--- src/rtl/wb_slave_mux.sv ---
// wb_slave_mux
// Wishbone B4 classic decoder that connects one master to N_SLAVES slaves.
// The address map is set by parameters, and responses are registered.
// Unmapped accesses return a bus error.
// A watchdog turns a slave that never answers into a bus error.
// The first bus error after a clear is held in a sticky fault register.
//
// State table
//   state | meaning
//   IDLE  | waiting for cyc&stb; the address is decoded here
//   BUSY  | the selected slave is strobed; waiting for its ack/err or the watchdog
//   RESP  | one-cycle wbm_ack_o; read data is already in wbm_dat_o
//   ERR   | one-cycle wbm_err_o; the fault register was updated on entry
//
// Ports
//   clk, reset_n        clock, asynchronous active-low reset
//   wbm_*_i / wbm_*_o   master side (adr/dat/sel/we/cyc/stb in, dat/ack/err out)
//   wbs_*_o             broadcast adr/dat/sel/we, per-slave cyc/stb
//   wbs_*_i             per-slave read data (packed), ack, err
//   fault_clr_i         clears the fault capture register
//   fault_*_o           sticky valid flag, first faulting address, cause
//                       (01 unmapped, 10 timeout, 11 slave error)
module wb_slave_mux #(
  parameter int                       N_SLAVES = 7,
  parameter logic [N_SLAVES*32-1:0]   SLV_BASE = {32'h6000_0000, 32'h5000_0000, 32'h4000_0000,
                                                  32'h3000_0000, 32'h2000_0000, 32'h1000_0000,
                                                  32'h0000_0000},
  parameter logic [N_SLAVES*32-1:0]   SLV_MASK = {7{32'hF000_0000}},
  parameter int                       TIMEOUT  = 255
) (
  input  logic                    clk,
  input  logic                    reset_n,
  input  logic [31:0]             wbm_adr_i,
  input  logic [31:0]             wbm_dat_i,
  input  logic [3:0]              wbm_sel_i,
  input  logic                    wbm_we_i,
  input  logic                    wbm_cyc_i,
  input  logic                    wbm_stb_i,
  output logic [31:0]             wbm_dat_o,
  output logic                    wbm_ack_o,
  output logic                    wbm_err_o,
  output logic [31:0]             wbs_adr_o,
  output logic [31:0]             wbs_dat_o,
  output logic [3:0]              wbs_sel_o,
  output logic                    wbs_we_o,
  output logic [N_SLAVES-1:0]     wbs_cyc_o,
  output logic [N_SLAVES-1:0]     wbs_stb_o,
  input  logic [N_SLAVES*32-1:0]  wbs_dat_i,
  input  logic [N_SLAVES-1:0]     wbs_ack_i,
  input  logic [N_SLAVES-1:0]     wbs_err_i,
  input  logic                    fault_clr_i,
  output logic                    fault_valid_o,
  output logic [31:0]             fault_addr_o,
  output logic [1:0]              fault_cause_o
);

  localparam int SEL_W = (N_SLAVES > 1) ? $clog2(N_SLAVES) : 1;
  localparam int CNT_W = (TIMEOUT > 1) ? $clog2(TIMEOUT + 1) : 1;
  localparam logic [CNT_W-1:0] CNT_LAST = (TIMEOUT > 0) ? CNT_W'(TIMEOUT - 1) : '0;
  localparam logic [CNT_W-1:0] CNT_MAX  = '1;

  localparam logic [1:0] CAUSE_UNMAPPED = 2'b01;
  localparam logic [1:0] CAUSE_TIMEOUT  = 2'b10;
  localparam logic [1:0] CAUSE_SLV_ERR  = 2'b11;

  typedef enum logic [1:0] {
    ST_IDLE = 2'd0,
    ST_BUSY = 2'd1,
    ST_RESP = 2'd2,
    ST_ERR  = 2'd3
  } state_t;

  state_t               r_state;
  state_t               w_state_nxt;
  logic [SEL_W-1:0]     r_sel;
  logic [CNT_W-1:0]     r_cnt;
  logic [31:0]          r_dat;
  logic                 r_fault_valid;
  logic [31:0]          r_fault_addr;
  logic [1:0]           r_fault_cause;

  logic                 w_hit;
  logic [SEL_W-1:0]     w_hit_idx;
  logic                 w_slv_ack;
  logic                 w_slv_err;
  logic [31:0]          w_slv_dat;
  logic [1:0]           w_cause;
  logic                 w_sel_ld;
  logic                 w_cnt_clr;
  logic                 w_cnt_inc;
  logic                 w_dat_ld;
  logic                 w_fault_ld;

  // The loop runs from the highest index down, so the lowest hitting slave
  // is assigned last and wins when entries overlap.
  always_comb begin
    w_hit     = 1'b0;
    w_hit_idx = '0;
    for (int i = N_SLAVES - 1; i >= 0; i--) begin
      if ((wbm_adr_i & SLV_MASK[32*i +: 32]) == SLV_BASE[32*i +: 32]) begin
        w_hit     = 1'b1;
        w_hit_idx = SEL_W'(i);
      end
    end
  end

  // Response signals of the slave latched in r_sel.
  always_comb begin
    w_slv_ack = 1'b0;
    w_slv_err = 1'b0;
    w_slv_dat = '0;
    for (int i = 0; i < N_SLAVES; i++) begin
      if (r_sel == SEL_W'(i)) begin
        w_slv_ack = wbs_ack_i[i];
        w_slv_err = wbs_err_i[i];
        w_slv_dat = wbs_dat_i[32*i +: 32];
      end
    end
  end

  always_comb begin
    w_state_nxt = r_state;
    w_cause     = 2'b00;
    w_sel_ld    = 1'b0;
    w_cnt_clr   = 1'b0;
    w_cnt_inc   = 1'b0;
    w_dat_ld    = 1'b0;
    case (r_state)
      ST_IDLE: begin
        if (wbm_cyc_i && wbm_stb_i) begin
          if (w_hit) begin
            w_state_nxt = ST_BUSY;
            w_sel_ld    = 1'b1;
            w_cnt_clr   = 1'b1;
          end else begin
            w_state_nxt = ST_ERR;
            w_cause     = CAUSE_UNMAPPED;
          end
        end
      end
      ST_BUSY: begin
        // If the master abandons the cycle, the slave strobes are dropped
        // and no response is given.
        if (!wbm_cyc_i) begin
          w_state_nxt = ST_IDLE;
        end else if (w_slv_ack) begin
          w_state_nxt = ST_RESP;
          w_dat_ld    = 1'b1;
        end else if (w_slv_err) begin
          w_state_nxt = ST_ERR;
          w_cause     = CAUSE_SLV_ERR;
        end else if ((TIMEOUT != 0) && (r_cnt == CNT_LAST)) begin
          w_state_nxt = ST_ERR;
          w_cause     = CAUSE_TIMEOUT;
        end else begin
          w_cnt_inc   = 1'b1;
        end
      end
      ST_RESP: w_state_nxt = ST_IDLE;
      ST_ERR:  w_state_nxt = ST_IDLE;
      default: w_state_nxt = ST_IDLE;
    endcase
  end

  // ERR is only ever entered from IDLE or BUSY, so next-state alone marks entry.
  assign w_fault_ld = (w_state_nxt == ST_ERR);

  always_ff @(posedge clk or negedge reset_n) begin
    if (!reset_n) begin
      r_state <= ST_IDLE;
      r_sel   <= '0;
      r_cnt   <= '0;
      r_dat   <= '0;
    end else begin
      r_state <= w_state_nxt;
      if (w_sel_ld) begin
        r_sel <= w_hit_idx;
      end
      if (w_cnt_clr) begin
        r_cnt <= '0;
      end else if (w_cnt_inc && (r_cnt != CNT_MAX)) begin
        r_cnt <= r_cnt + 1'b1;
      end
      if (w_dat_ld) begin
        r_dat <= w_slv_dat;
      end
    end
  end

  // A fault that enters ERR on the same edge as a clear is captured,
  // because the load condition ignores the old valid flag when clearing.
  always_ff @(posedge clk or negedge reset_n) begin
    if (!reset_n) begin
      r_fault_valid <= 1'b0;
      r_fault_addr  <= '0;
      r_fault_cause <= 2'b00;
    end else begin
      if (fault_clr_i) begin
        r_fault_valid <= 1'b0;
        r_fault_addr  <= '0;
        r_fault_cause <= 2'b00;
      end
      if (w_fault_ld && (!r_fault_valid || fault_clr_i)) begin
        r_fault_valid <= 1'b1;
        r_fault_addr  <= wbm_adr_i;
        r_fault_cause <= w_cause;
      end
    end
  end

  // Slave cyc/stb follow the master directly while BUSY, so they fall in the
  // same cycle as a master abort or an asynchronous reset.
  always_comb begin
    wbs_cyc_o = '0;
    wbs_stb_o = '0;
    if (r_state == ST_BUSY) begin
      for (int i = 0; i < N_SLAVES; i++) begin
        if (r_sel == SEL_W'(i)) begin
          wbs_cyc_o[i] = wbm_cyc_i;
          wbs_stb_o[i] = wbm_stb_i;
        end
      end
    end
  end

  assign wbs_adr_o     = wbm_adr_i;
  assign wbs_dat_o     = wbm_dat_i;
  assign wbs_sel_o     = wbm_sel_i;
  assign wbs_we_o      = wbm_we_i;

  assign wbm_dat_o     = r_dat;
  assign wbm_ack_o     = (r_state == ST_RESP);
  assign wbm_err_o     = (r_state == ST_ERR);

  assign fault_valid_o = r_fault_valid;
  assign fault_addr_o  = r_fault_addr;
  assign fault_cause_o = r_fault_cause;

endmodule

--- config.mk ---
export PLATFORM = sky130hd
export DESIGN_NAME = wb_slave_mux
export DESIGN_NICKNAME = d
export VERILOG_FILES = /design/src/rtl/wb_slave_mux.sv
export SDC_FILE = /design/constraint.sdc
export NUM_CORES = 1
export LEC_CHECK = 0
export CELL_PAD_IN_SITES_DETAIL_PLACEMENT = 0
export CELL_PAD_IN_SITES_GLOBAL_PLACEMENT = 1
export CORE_AREA = 10 10 170 172
export DETAILED_ROUTE_END_ITERATION = 8
export DIE_AREA = 0 0 180 182
export GPL_TIMING_DRIVEN = 0
export PLACE_DENSITY_LB_ADDON = 0.3
export SETUP_SLACK_MARGIN = 0.05
export SYNTH_ARGS = -nofsm -noshare
export SYNTH_HDL_FRONTEND = slang
export SYNTH_SLANG_ARGS = --single-unit
--- constraint.sdc ---
create_clock -name clk -period 3.17 [get_ports clk]
set_input_delay 0.7925 -clock clk [delete_from_list [all_inputs] [get_ports clk]]
set_output_delay 0.7925 -clock clk [all_outputs]
set_load 0.03 [all_outputs]
==> impl_metrics.yaml <==
placed_design:
  hpwl_um: 26600
  gp_congestion: 0.854
  dp.cells: 1376
  numPortBuffers: 426
  placed_area_mm2: 0.0103
synthesis:
  syn_area_per_cell_um2: 9.06
  synthesis.nets: 928
  async_flop_share_pct: 100
  synth.distinct_cells: 55
  synth_top_cell_by_area: "dfrtp_1"
  synth_cells: 614
  syn_area_mm2: 0.00556
  yosys_register_bits: 80
  synth_top_area_share_pct: 36.0
  ys_seq_area_share_pct: 36.0
  synth_flop_cell: "dfrtp_1"
  synth-edff-count: 0
  yosys-top-cells-area: "dfrtp_1 36%, buf_4 9.3%, mux2i_1 6.1%"
  yosysMostFrequentCell: "dfrtp_1"
  yosysWarningCount: 0
  synthTopCellsByCount: "80 x dfrtp_1, 78 x nand2_1, 69 x buf_4, 67 x nor2_1, 40 x o21ai_0"
outcome:
  status: "complete, no violations"
detailed_routing:
  via_per_inst: 4.48
  wl_per_cell_um: 22.4
  vias: 6231
  drt_iter0_drc: 295
  drc: 0
  wl_um: 31200
  drt_first_pass_iters: 4
  ant_nets: 0
die:
  rows: 59
  dieArea_mm2: 0.0328
  start_util_pct: 21.7
  die_x_um: 180
  core_mm2: 0.0256
  io_pins: 464
  die_h_um: 182
critical_path:
  arrival_ns: 2.24
  critPathKind: "in2out"
  end_kind: "output pin"
  startpoint_type: "primary input"
  cp_num_buf_inv: 3
  cp.required_ns: 2.38
  crit_fanout: 7
  startpoint: "wbm_stb_i"
  worst_path_largest_cell_delay_ns: 0.48
  path_cells: "clkdlybuf4s50_1, nand3b_1, buf_4, nor4b_1, dlygate4sd2_1"
  reg2reg_from: "r_sel[0]"
  cp_top_family: "buffers and inverters"
  reg2reg_slack_ns: 0.58
  critPathSlowestCell: "clkdlybuf4s50_1"
global_route:
  overflow: 0
  grt_max_degree: 47
  grt_pass1_wl_um: 45400
  antenna_found_initial: 0
  grt_pass1_vias: 6950
  grt_use_total_pct: 18.2
pwr:
  switching_share_pct: 43.8
  leakage_nw: 4.49
  p_int_mw: 3.71
  pwr-share-clk_pct: 17.4
  power_frac_comb_pct: 60.4
  power.total_mw: 6.61
  p_seq_share_pct: 22.3
  powerDensity_mw_per_mm2: 623
  ir_worst_vdd_v: 0.000275
  power_switching_mw: 2.90
sta:
  min_period_ns: 3.03
  drv_slew: 0
  hold_viol_final: 0
  maxSlewHeadroom_pct: 46.9
  tightest_slew_ns: 0.797
  setup_tns_ns: 0
  rsz0062_at_grt: "no"
  setup_violations: 0
  min_period_over_period_pct: 95.5
  fmax_mhz: 330
  final.setup_skew_ns: 0.00718
finish:
  final_util_pct: 41.4
  drive_gt1_share_pct: 14.2
  syn2layout_area_growth_pct: 90.9
  num_antenna_cells: 0
  final_area_mm2: 0.0106
  fin_nets: 1367
  layoutNonFillerInstCount: 1392
job:
  drv_cap: 0
clock_network:
  clockRootBuffer: "clkbuf_16"
  numCtsBuffers: 9
  clkSinkCount: 80
  holdBufCountCts: 0
  clk_latency_ns: 0.34
  clk_pin_slew_worst_paths_ns: 0.07
  cts_tree: "done"
  clock_tree.buffer_depth: 2
  htree_levels: 3
min_path:
  hp-class: "in2async"
path summary, 6_finish.rpt:
kind | endpoint | cells after the start
max | wbs_stb_o[5] | 5
min | fault_addr_o[21] | 1
max reg2reg | fault_addr_o[10] | 8
min reg2reg | wbm_dat_o[31] | 2
max in group asynchronous | wbm_dat_o[2] | 2
min in group clk | wbm_dat_o[31] | 2
power groups by stage:
stage	sequential, mW	clock, mW	combinational, mW
after floorplan	1.98	0	1.76
after global placement	1.48	0	4.03
after detailed placement	1.49	0	4.03
after CTS	1.47	1.18	4.09
after global routing	1.51	1.24	4.36
final	1.47	1.15	3.99
flip-flops by register name (all words and copies together) (netlist names):
register	cells
fault_addr_o	32
fault_cause_o	2
fault_valid_o	1
r_cnt	8
r_sel	3
r_state	2
wbm_dat_o	32
kinds of logic after synthesis:
family | Yosys count | synth area share (%)
compound gates | 175 | 21.6
flops | 80 | 36.0
xor+xnor | 1 | 0.158
simple gates | 186 | 15.1
buf+inv | 117 | 13.6
fa+ha+maj | 2 | 0.450
mux | 53 | 13.0
layout by cell type (no fill, tap or decap), types with 4 or more instances in the layout:
| cell type | instances |
|---|---|
| inv_1 | 4 |
| clkbuf_1 | 14 |
| o21ai_1 | 13 |
| clkbuf_2 | 9 |
| nor2b_1 | 6 |
| buf_4 | 74 |
| dlygate4sd2_1 | 6 |
| nor2_1 | 67 |
| nor3_1 | 4 |
| nand3_1 | 4 |
| clkbuf_16 | 9 |
| nand2_1 | 78 |
| o21ai_0 | 40 |
| buf_2 | 10 |
| mux2i_1 | 34 |
| clkdlybuf4s50_1 | 411 |
| mux4_2 | 15 |
| a21oi_1 | 22 |
| buf_1 | 5 |
| o211ai_1 | 14 |
| a22oi_1 | 36 |
| a22o_1 | 34 |
| dfrtp_1 | 80 |
per-layer routing:
layer / vias to the layer above / GRT usage [%] / part of all wire, %
met5: - / 0 / 0
met4: 0 / 3.41 / 1.2
met1: 2898 / 20.7 / 40
met3: 22 / 6.86 / 8.7
li1: 3025 / - / -
met2: 286 / 31.9 / 50
layout make-up:
cell class	instances	area, µm²
clock buffers	10	239
inverters	4	15.0
multi-input cells	417	2820
clock inverters	5	81.3
plain buffers	111	761
repair buffers	430	4280
well taps	335	419
flip-flops and latches	80	2000
fillers	2587	15000
stage by stage:
stage | hold slack (ns) | setup slack [ns]
final | 0.431 | 0.141
after global placement | 0.462 | -1.89
after global routing | 0.447 | 0.0627
after CTS | 0.436 | 0.0602
after floorplan | 0.468 | 0.155
after detailed placement | 0.468 | -0.822
repair_timing:
item / in CTS / in global routing
resized for setup: 48 / 10
buffers inserted: 3 / 0
setup endpoints to repair: 46 / 25
pin swaps: 0 / 0
cloned: 0 / 0
(Power assumes the default switching activity.)
